### config.mk
export PLATFORM = sky130hd
export DESIGN_NAME = ram_arbiter
export DESIGN_NICKNAME = d
export VERILOG_FILES = /design/src/rtl/ram_arbiter.sv
export SDC_FILE = /design/constraint.sdc
export NUM_CORES = 1
export LEC_CHECK = 0
export CAP_MARGIN = 20
export CORE_MARGIN = 2
export CORE_UTILIZATION = 46
export DETAILED_ROUTE_END_ITERATION = 16
export DONT_BUFFER_PORTS = 1
export GPL_TIMING_DRIVEN = 0
export HOLD_SLACK_MARGIN = 0.02
export PLACE_DENSITY = 0.63
export SLEW_MARGIN = 0
export SYNTH_ARGS = -nofsm -noshare
export SYNTH_HDL_FRONTEND = slang
export SYNTH_SLANG_ARGS = --single-unit
### constraint.sdc
create_clock -name clk -period 1.35 [get_ports clk]
set_input_delay 0.135 -clock clk [delete_from_list [all_inputs] [get_ports clk]]
set_output_delay 0.135 -clock clk [all_outputs]
set_load 0.005 [all_outputs]
### src/rtl/ram_arbiter.sv
`default_nettype none
// ============================================================================
// Module   : ram_arbiter
// Purpose  : Round-robin arbiter and command sequencer that shares one burst
//            RAM between an instruction-side requester (port 0) and a
//            data-side requester (port 1). It issues a one-cycle command,
//            tracks the 8-beat read burst or the single write acknowledge,
//            steers read beats to the owner, and inserts a cool-down cycle
//            so the RAM is idle before the next command.
// Optional : ARB_TIMEOUT_EN - adds a watchdog on the WAIT states. On expiry
//            it ends the transaction with done+err. Without it, err_o is 0.
// Ports    : clk, rst_n            - clock, async active-low reset
//            req_i[1:0]            - per-port request, held until done
//            req_rnw_i[1:0]        - per-port direction (1 = read)
//            gnt_o[1:0]            - one-hot owner, grant through done cycle
//            rvalid_o[1:0]         - per-port read-beat strobe
//            rdata_o               - read beat data
//            done_o[1:0]           - one-cycle completion pulse
//            err_o[1:0]            - one-cycle timeout pulse (with done)
//            ram_avalid_o          - RAM command strobe
//            ram_rnw_o             - RAM command direction
//            ram_ack_i             - RAM read beat / write completion
//            ram_rdata_i           - RAM read data
// Revision : 1.0 - initial release
// ============================================================================
module ram_arbiter #(
    parameter int DATA_W  = 8,
    parameter int BEATS   = 8,
    parameter int TIMEOUT = 64
) (
    input  logic              clk,
    input  logic              rst_n,
    input  logic [1:0]        req_i,
    input  logic [1:0]        req_rnw_i,
    output logic [1:0]        gnt_o,
    output logic [1:0]        rvalid_o,
    output logic [DATA_W-1:0] rdata_o,
    output logic [1:0]        done_o,
    output logic [1:0]        err_o,
    output logic              ram_avalid_o,
    output logic              ram_rnw_o,
    input  logic              ram_ack_i,
    input  logic [DATA_W-1:0] ram_rdata_i
);

    localparam int               CNT_W     = (BEATS > 2) ? $clog2(BEATS) : 1;
    localparam logic [CNT_W-1:0] LAST_BEAT = CNT_W'(BEATS - 1);

    typedef enum logic [2:0] {
        S_IDLE    = 3'd0,
        S_ISSUE   = 3'd1,
        S_WAIT_RD = 3'd2,
        S_WAIT_WR = 3'd3,
        S_COOL    = 3'd4
    } state_t;

    state_t              state_q;
    logic                owner_q;
    logic                rnw_q;
    logic                last_q;     // port served most recently
    logic                rd_last_q;  // final beat taken; done goes out next
    logic [CNT_W-1:0]    beat_q;
    logic [1:0]          gnt_q;
    logic [1:0]          rvalid_q;
    logic [1:0]          done_q;
    logic [DATA_W-1:0]   rdata_q;
    logic                avalid_q;
    logic                ram_rnw_q;
    logic                owner_d;
    logic                wd_expired;

`ifdef ARB_TIMEOUT_EN
    localparam int              WD_W    = (TIMEOUT > 2) ? $clog2(TIMEOUT) : 1;
    localparam logic [WD_W-1:0] WD_LAST = WD_W'(TIMEOUT - 1);
    logic [WD_W-1:0] wdog_q;
    logic [1:0]      err_q;

    // Expires on the TIMEOUT-th WAIT cycle so done/err land TIMEOUT cycles
    // after WAIT was entered.
    assign wd_expired = (wdog_q == WD_LAST);
    assign err_o      = err_q;
`else
    logic [31:0] unused_timeout;
    assign unused_timeout = TIMEOUT;
    assign wd_expired     = 1'b0;
    assign err_o          = 2'b00;
`endif

    // Round-robin pick: on a tie the port not served last wins; a lone
    // requester wins regardless of the pointer.
    always_comb begin
        owner_d = 1'b0;
        if (req_i == 2'b11) begin
            owner_d = ~last_q;
        end else if (req_i[1]) begin
            owner_d = 1'b1;
        end
    end

    always_ff @(posedge clk or negedge rst_n) begin
        if (!rst_n) begin
            state_q   <= S_IDLE;
            owner_q   <= 1'b0;
            rnw_q     <= 1'b0;
            last_q    <= 1'b1;
            rd_last_q <= 1'b0;
            beat_q    <= '0;
            gnt_q     <= 2'b00;
            rvalid_q  <= 2'b00;
            done_q    <= 2'b00;
            rdata_q   <= '0;
            avalid_q  <= 1'b0;
            ram_rnw_q <= 1'b0;
`ifdef ARB_TIMEOUT_EN
            wdog_q    <= '0;
            err_q     <= 2'b00;
`endif
        end else begin
            rvalid_q <= 2'b00;
            done_q   <= 2'b00;
            avalid_q <= 1'b0;
`ifdef ARB_TIMEOUT_EN
            err_q    <= 2'b00;
            if (state_q == S_WAIT_RD || state_q == S_WAIT_WR) begin
                wdog_q <= wdog_q + 1'b1;
            end
`endif
            case (state_q)
                S_IDLE: begin
                    // Stale acks from a RAM that missed our reset are ignored here.
                    if (|req_i) begin
                        owner_q   <= owner_d;
                        rnw_q     <= req_rnw_i[owner_d];
                        gnt_q     <= owner_d ? 2'b10 : 2'b01;
                        avalid_q  <= 1'b1;
                        ram_rnw_q <= req_rnw_i[owner_d];
                        state_q   <= S_ISSUE;
                    end
                end
                S_ISSUE: begin
                    beat_q    <= '0;
                    rd_last_q <= 1'b0;
                    ram_rnw_q <= 1'b0;
`ifdef ARB_TIMEOUT_EN
                    wdog_q    <= '0;
`endif
                    state_q   <= rnw_q ? S_WAIT_RD : S_WAIT_WR;
                end
                S_WAIT_RD: begin
                    if (rd_last_q) begin
                        // Extra cycle lets the last rvalid go out before done.
                        done_q[owner_q] <= 1'b1;
                        state_q         <= S_COOL;
                    end else begin
                        if (ram_ack_i) begin
                            rdata_q          <= ram_rdata_i;
                            rvalid_q[owner_q] <= 1'b1;
                            beat_q           <= beat_q + 1'b1;
                            if (beat_q == LAST_BEAT) begin
                                rd_last_q <= 1'b1;
                            end
                        end
                        if (wd_expired) begin
                            done_q[owner_q] <= 1'b1;
`ifdef ARB_TIMEOUT_EN
                            err_q[owner_q]  <= 1'b1;
`endif
                            state_q         <= S_COOL;
                        end
                    end
                end
                S_WAIT_WR: begin
                    if (ram_ack_i || wd_expired) begin
                        done_q[owner_q] <= 1'b1;
`ifdef ARB_TIMEOUT_EN
                        err_q[owner_q]  <= ~ram_ack_i;
`endif
                        state_q         <= S_COOL;
                    end
                end
                S_COOL: begin
                    gnt_q   <= 2'b00;
                    last_q  <= owner_q;
                    state_q <= S_IDLE;
                end
                default: begin
                    state_q <= S_IDLE;
                end
            endcase
        end
    end

    assign gnt_o        = gnt_q;
    assign rvalid_o     = rvalid_q;
    assign rdata_o      = rdata_q;
    assign done_o       = done_q;
    assign ram_avalid_o = avalid_q;
    assign ram_rnw_o    = ram_rnw_q;

endmodule
`default_nettype wire

Word-level counts from Yosys, hierarchy flattened
Cells that the tools add are included. W data, S select, Z words.

Bits in registers: 26. Input bits: 15. Output and inout bits: 18. Word-level logic and storage cells: 71.

$add $sub $neg: 1. $lt $le $gt $ge: 3. Equality and inequality tests: 11. Multiplexer cells: 30. Bitwise operators: 2. Reduce and logical (&&, ||, !) cells: 12.

Operators by type and width (number): $mux W3 (5); $mux W1 (12); $mux W2 (6); $pmux W3 S4 (1); $ne A2 B2 Y1 const B (5); $reduce_and A3 Y1 (3); $pmux W2 S2 (2); $eq A3 B2 Y1 const B (2); $eq A3 B3 Y1 const B (2); $pmux W3 S2 (1); $reduce_and A2 Y1 (3); $reduce_bool A2 Y1 (3); $lt A1 B2 Y1 const B (2); $pmux W1 S2 (2); $add A3 B1 Y3 const B (1); $eq A3 B1 Y1 const B (1); $logic_not A3 Y1 (1); $eq A2 B2 Y1 const B (1); $not A1 Y1 (2); $reduce_or A2 Y1 (1); $demux W1 S1 (1); $ge A1 B1 Y1 const B (1); $logic_and A1 B1 Y1 (1).

Longest topological paths before layout
Word-level depth: 7. Mapped depth: 5.

Worst setup path before layout
No wires, ideal clock.

Path kind: register to register. From: reg state_q[1]. To: reg rnw_q. Library setup time: 0.125 ns. Arrival time: 1.263 ns. Data required time: 1.225 ns. Slack: -0.038 ns. Stages on the path, launching flop included: 5. Path through: dfrtp_1 > buf_6 > or2_2 > nor3_4 > mux2_2.

Word-level cells in the longest chain between the ends: 2.

RTL lines: from (decl) (RTL line 57) `state_t state_q;`; from (signal assigned) (RTL line 147) `state_q <= rnw_q ? S_WAIT_RD : S_WAIT_WR;`; $logic_not A3 Y1 (RTL line 128) `case (state_q)`; $reduce_and A2 Y1 (no source line); to (signal assigned) (RTL line 133) `rnw_q <= req_rnw_i[owner_d];`; to (decl) (RTL line 59) `logic rnw_q;`.

Every way passes these cells. A chain may end at the register's enable or synchronous reset.

Worst setup path in the final report
From: reg state_q[2]. To: reg rdata_q[6] (netlist: rdata_o[6]).

Word-level cells in the longest chain between the ends: 2.

RTL lines: $eq A3 B2 Y1 (RTL line 128); $reduce_and A3 Y1 (no source line); to (signal assigned) (RTL line 156) `rdata_q <= ram_rdata_i;`; to (decl) (RTL line 66) `logic [DATA_W-1:0] rdata_q;`.

Every way passes these cells.

==> impl_metrics.tcl <==
set metrics [dict create \
    status "finished, violations left" \
    violations "negative setup slack" \
    initial_utilization 0.483 \
    worst_slack_ns -0.0887 \
    cellPowerDensity_mw_per_mm2 2140 \
    preCtsSetupSlack_ns -0.123 \
    dr.pass1.iters 3 \
    cp_max_fo 7 \
    vias 773 \
    rsz0062_at_grt "true" \
    start_kind "flop" \
    route.detailed.drc 0 \
    final_nets 134 \
    hold_viol 0 \
    die_h_um 54.8 \
    hold_path.class "in2reg" \
    cp_slowest_cell "dfrtp_1" \
    slowest_delay_ns 0.43 \
    cts_tree "built" \
    drtIter0Drc 5 \
    holdWs_ns 0.0314 \
    ir_worst_vdd_mv 1.29 \
    synth_most_common_cell "dfrtp_1" \
    drv_slew 0 \
    grt_pass1_vias 795 \
    insertion_delay_ns 0.31 \
    synth.cell_area_mm2 0.00119 \
    clock_sinks 26 \
    yosysTopAreaCellShare 0.527 \
    core_mm2 0.00245 \
    drive_above_1_share 0.319 \
    viasPerCell 5.29 \
    ys_top_cells_by_area "dfrtp_1 53%, mux2_4 7.6%, mux2_2 4.7%" \
    cts.clk_slew.worst_paths_ns 0.14 \
    stdcell_count 146 \
    grt_overflow_total 0 \
    cts_made_buffers 3 \
    crit_required_ns 1.57 \
    synth.distinct_cells 36 \
    antenna_found_initial 0 \
    row_count 18 \
    grt_pass1_wl_mm 3.62 \
    cts_max_path_buffers 2 \
    path_class "reg2reg" \
    postRouteAntennaNets 0 \
    cts-root-buf "clkbuf_4" \
    synthFlopType "dfrtp_1" \
    cp-end-kind "flop" \
    p_leak_nw 0.704 \
    yosysWarnings 0 \
    htreeDepth 1 \
    place_inst 125 \
    setup_viol 13 \
    synth_top_area_cell "dfrtp_1" \
    grtUsageTotal 0.171 \
    async_flop_share 1.00 \
    tns_ns -0.676 \
    synth_common_cells "25 x dfrtp_1, 6 x mux2_4, 5 x mux2_2, 5 x nor2_1, 5 x o21ai_0" \
    place_congestion 0.766 \
    period_needed_ns 1.44 \
    maxCapViolations 0 \
    syn_inst 94 \
    wl_per_cell_um 15.1 \
    finalWirelength_mm 2.20 \
    critical_path.cell_chain "and3b_4, and2_4, buf_8, mux2_4" \
    io_buffers 0 \
    diodes 0 \
    period_share 1.07 \
    area_delta_synth_final_pct 25.6 \
    critPathArrivalTime_ns 1.66 \
    synth_edf_count 0 \
    fmax_ghz 0.695 \
    syn_area_per_cell_um2 12.6 \
    die_x_um 54.8 \
    die_area_mm2 0.00300 \
    skew_ns 0.00164 \
    dpl.hpwl_mm 1.40 \
    yosysSeqAreaShare 0.550 \
    io-pin-count 33 \
    ys_seq_elements 26 \
    grt_max_degree 27 \
]
per-layer routing:
metal | GRT usage | share of wire | vias up
li1 | - | - | 375
met4 | 0.0500 | 0.0068 | 0
met3 | 0.0383 | 0.037 | 2
met5 | 0 | 0 | -
met2 | 0.296 | 0.50 | 14
met1 | 0.211 | 0.46 | 382
final cells by class:
type	instances	area, um2
clock inverter	1	30.0
buffer	6	53.8
fill	198	965
timing repair buffer	17	178
clock buffer	3	22.5
multi-input combinational	59	500
inverter	4	15.0
tap	30	37.5
sequential	26	653
critical path: cells and delay by family (launching register included):
kind	cells	cell delay, ns
AND/OR/NAND/NOR	2	0.46
multiplexers	1	0.31
flip-flops	1	0.43
buffers and inverters	1	0.14
kinds of logic (layout without fill, tap and decap cells):
family	Yosys count	count (layout)	share of synthesized area
AOI/OAI and AO/OA	20	20	0.118
adders and majority gates	2	2	0.0211
buffers and inverters	10	31	0.0517
DFF	26	26	0.550
muxes	12	12	0.132
other	1	2	0.00316
and+or+nand+nor	23	23	0.124
worst paths after layout:
check / from / endpoint / slack (ns) / depth (start not counted)
setup / recovery: state_q[2]$_DFFE_PN0P_ / rdata_o[6]$_DFFE_PN0P_ / -0.09 / 4
hold / removal: ram_ack_i / state_q[0]$_DFFE_PN0P_ / 0.03 / 3
setup reg to reg: state_q[2]$_DFFE_PN0P_ / rdata_o[6]$_DFFE_PN0P_ / -0.09 / 4
hold reg to reg: owner_q$_DFFE_PN0P_ / rvalid_o[0]$_DFF_PN0_ / 0.52 / 1
max in group asynchronous: rst_n / last_q$_DFFE_PN1P_ / 0.90 / 2
min in group asynchronous: rst_n / rdata_o[2]$_DFFE_PN0P_ / 0.23 / 2
metrics by stage:
step	power (mW)	util	area, um2
final	3.19	0.607	1490
after global routing	3.42	0.607	1490
after CTS	3.16	0.598	1470
after detailed placement	2.45	0.502	1230
after global placement	2.41	0.502	1230
after floorplan	2.24	-	1190
placed cells by master (no fill, tap or decap), drive strengths merged, types with 2 or more instances in the layout:
| master | count |
|---|---|
| o21ai | 5 |
| dlygate4sd3 | 10 |
| nor2 | 5 |
| inv | 4 |
| nand2b | 2 |
| a21o | 3 |
| dfrtp | 25 |
| a221oi | 3 |
| nor2b | 3 |
| a21oi | 3 |
| mux2 | 11 |
| clkbuf | 5 |
| and2 | 2 |
| ha | 2 |
| buf | 11 |
| nand2 | 3 |
| conb | 2 |
registers in the layout, indices dropped and copies added, names as in the netlist:
| name | cells |
|---|---|
| rdata_o | 8 |
| beat_q | 3 |
| state_q | 3 |
| done_o | 2 |
| gnt_o | 2 |
| rvalid_o | 2 |
| last_q | 1 |
| owner_q | 1 |
| ram_avalid_o | 1 |
| ram_rnw_o | 1 |
| rd_last_q | 1 |
| rnw_q | 1 |
power breakdown:
part           switching, mW  total, mW  internal [mW]
clock network          0.226      0.526          0.300
logic                  0.545       1.27          0.727
registers              0.265       1.39           1.13
repair_timing:
| item | in CTS | in global routing |
|---|---|---|
| hold endpoints to repair | 35 | 0 |
| hold buffers | 11 | 0 |
| pin swaps | 4 | 2 |
| gates resized for setup | 4 | 6 |
| setup endpoints to repair | 10 | 18 |
| setup buffers | 5 | 1 |
Note: power is estimated with default switching activity, not from simulation.
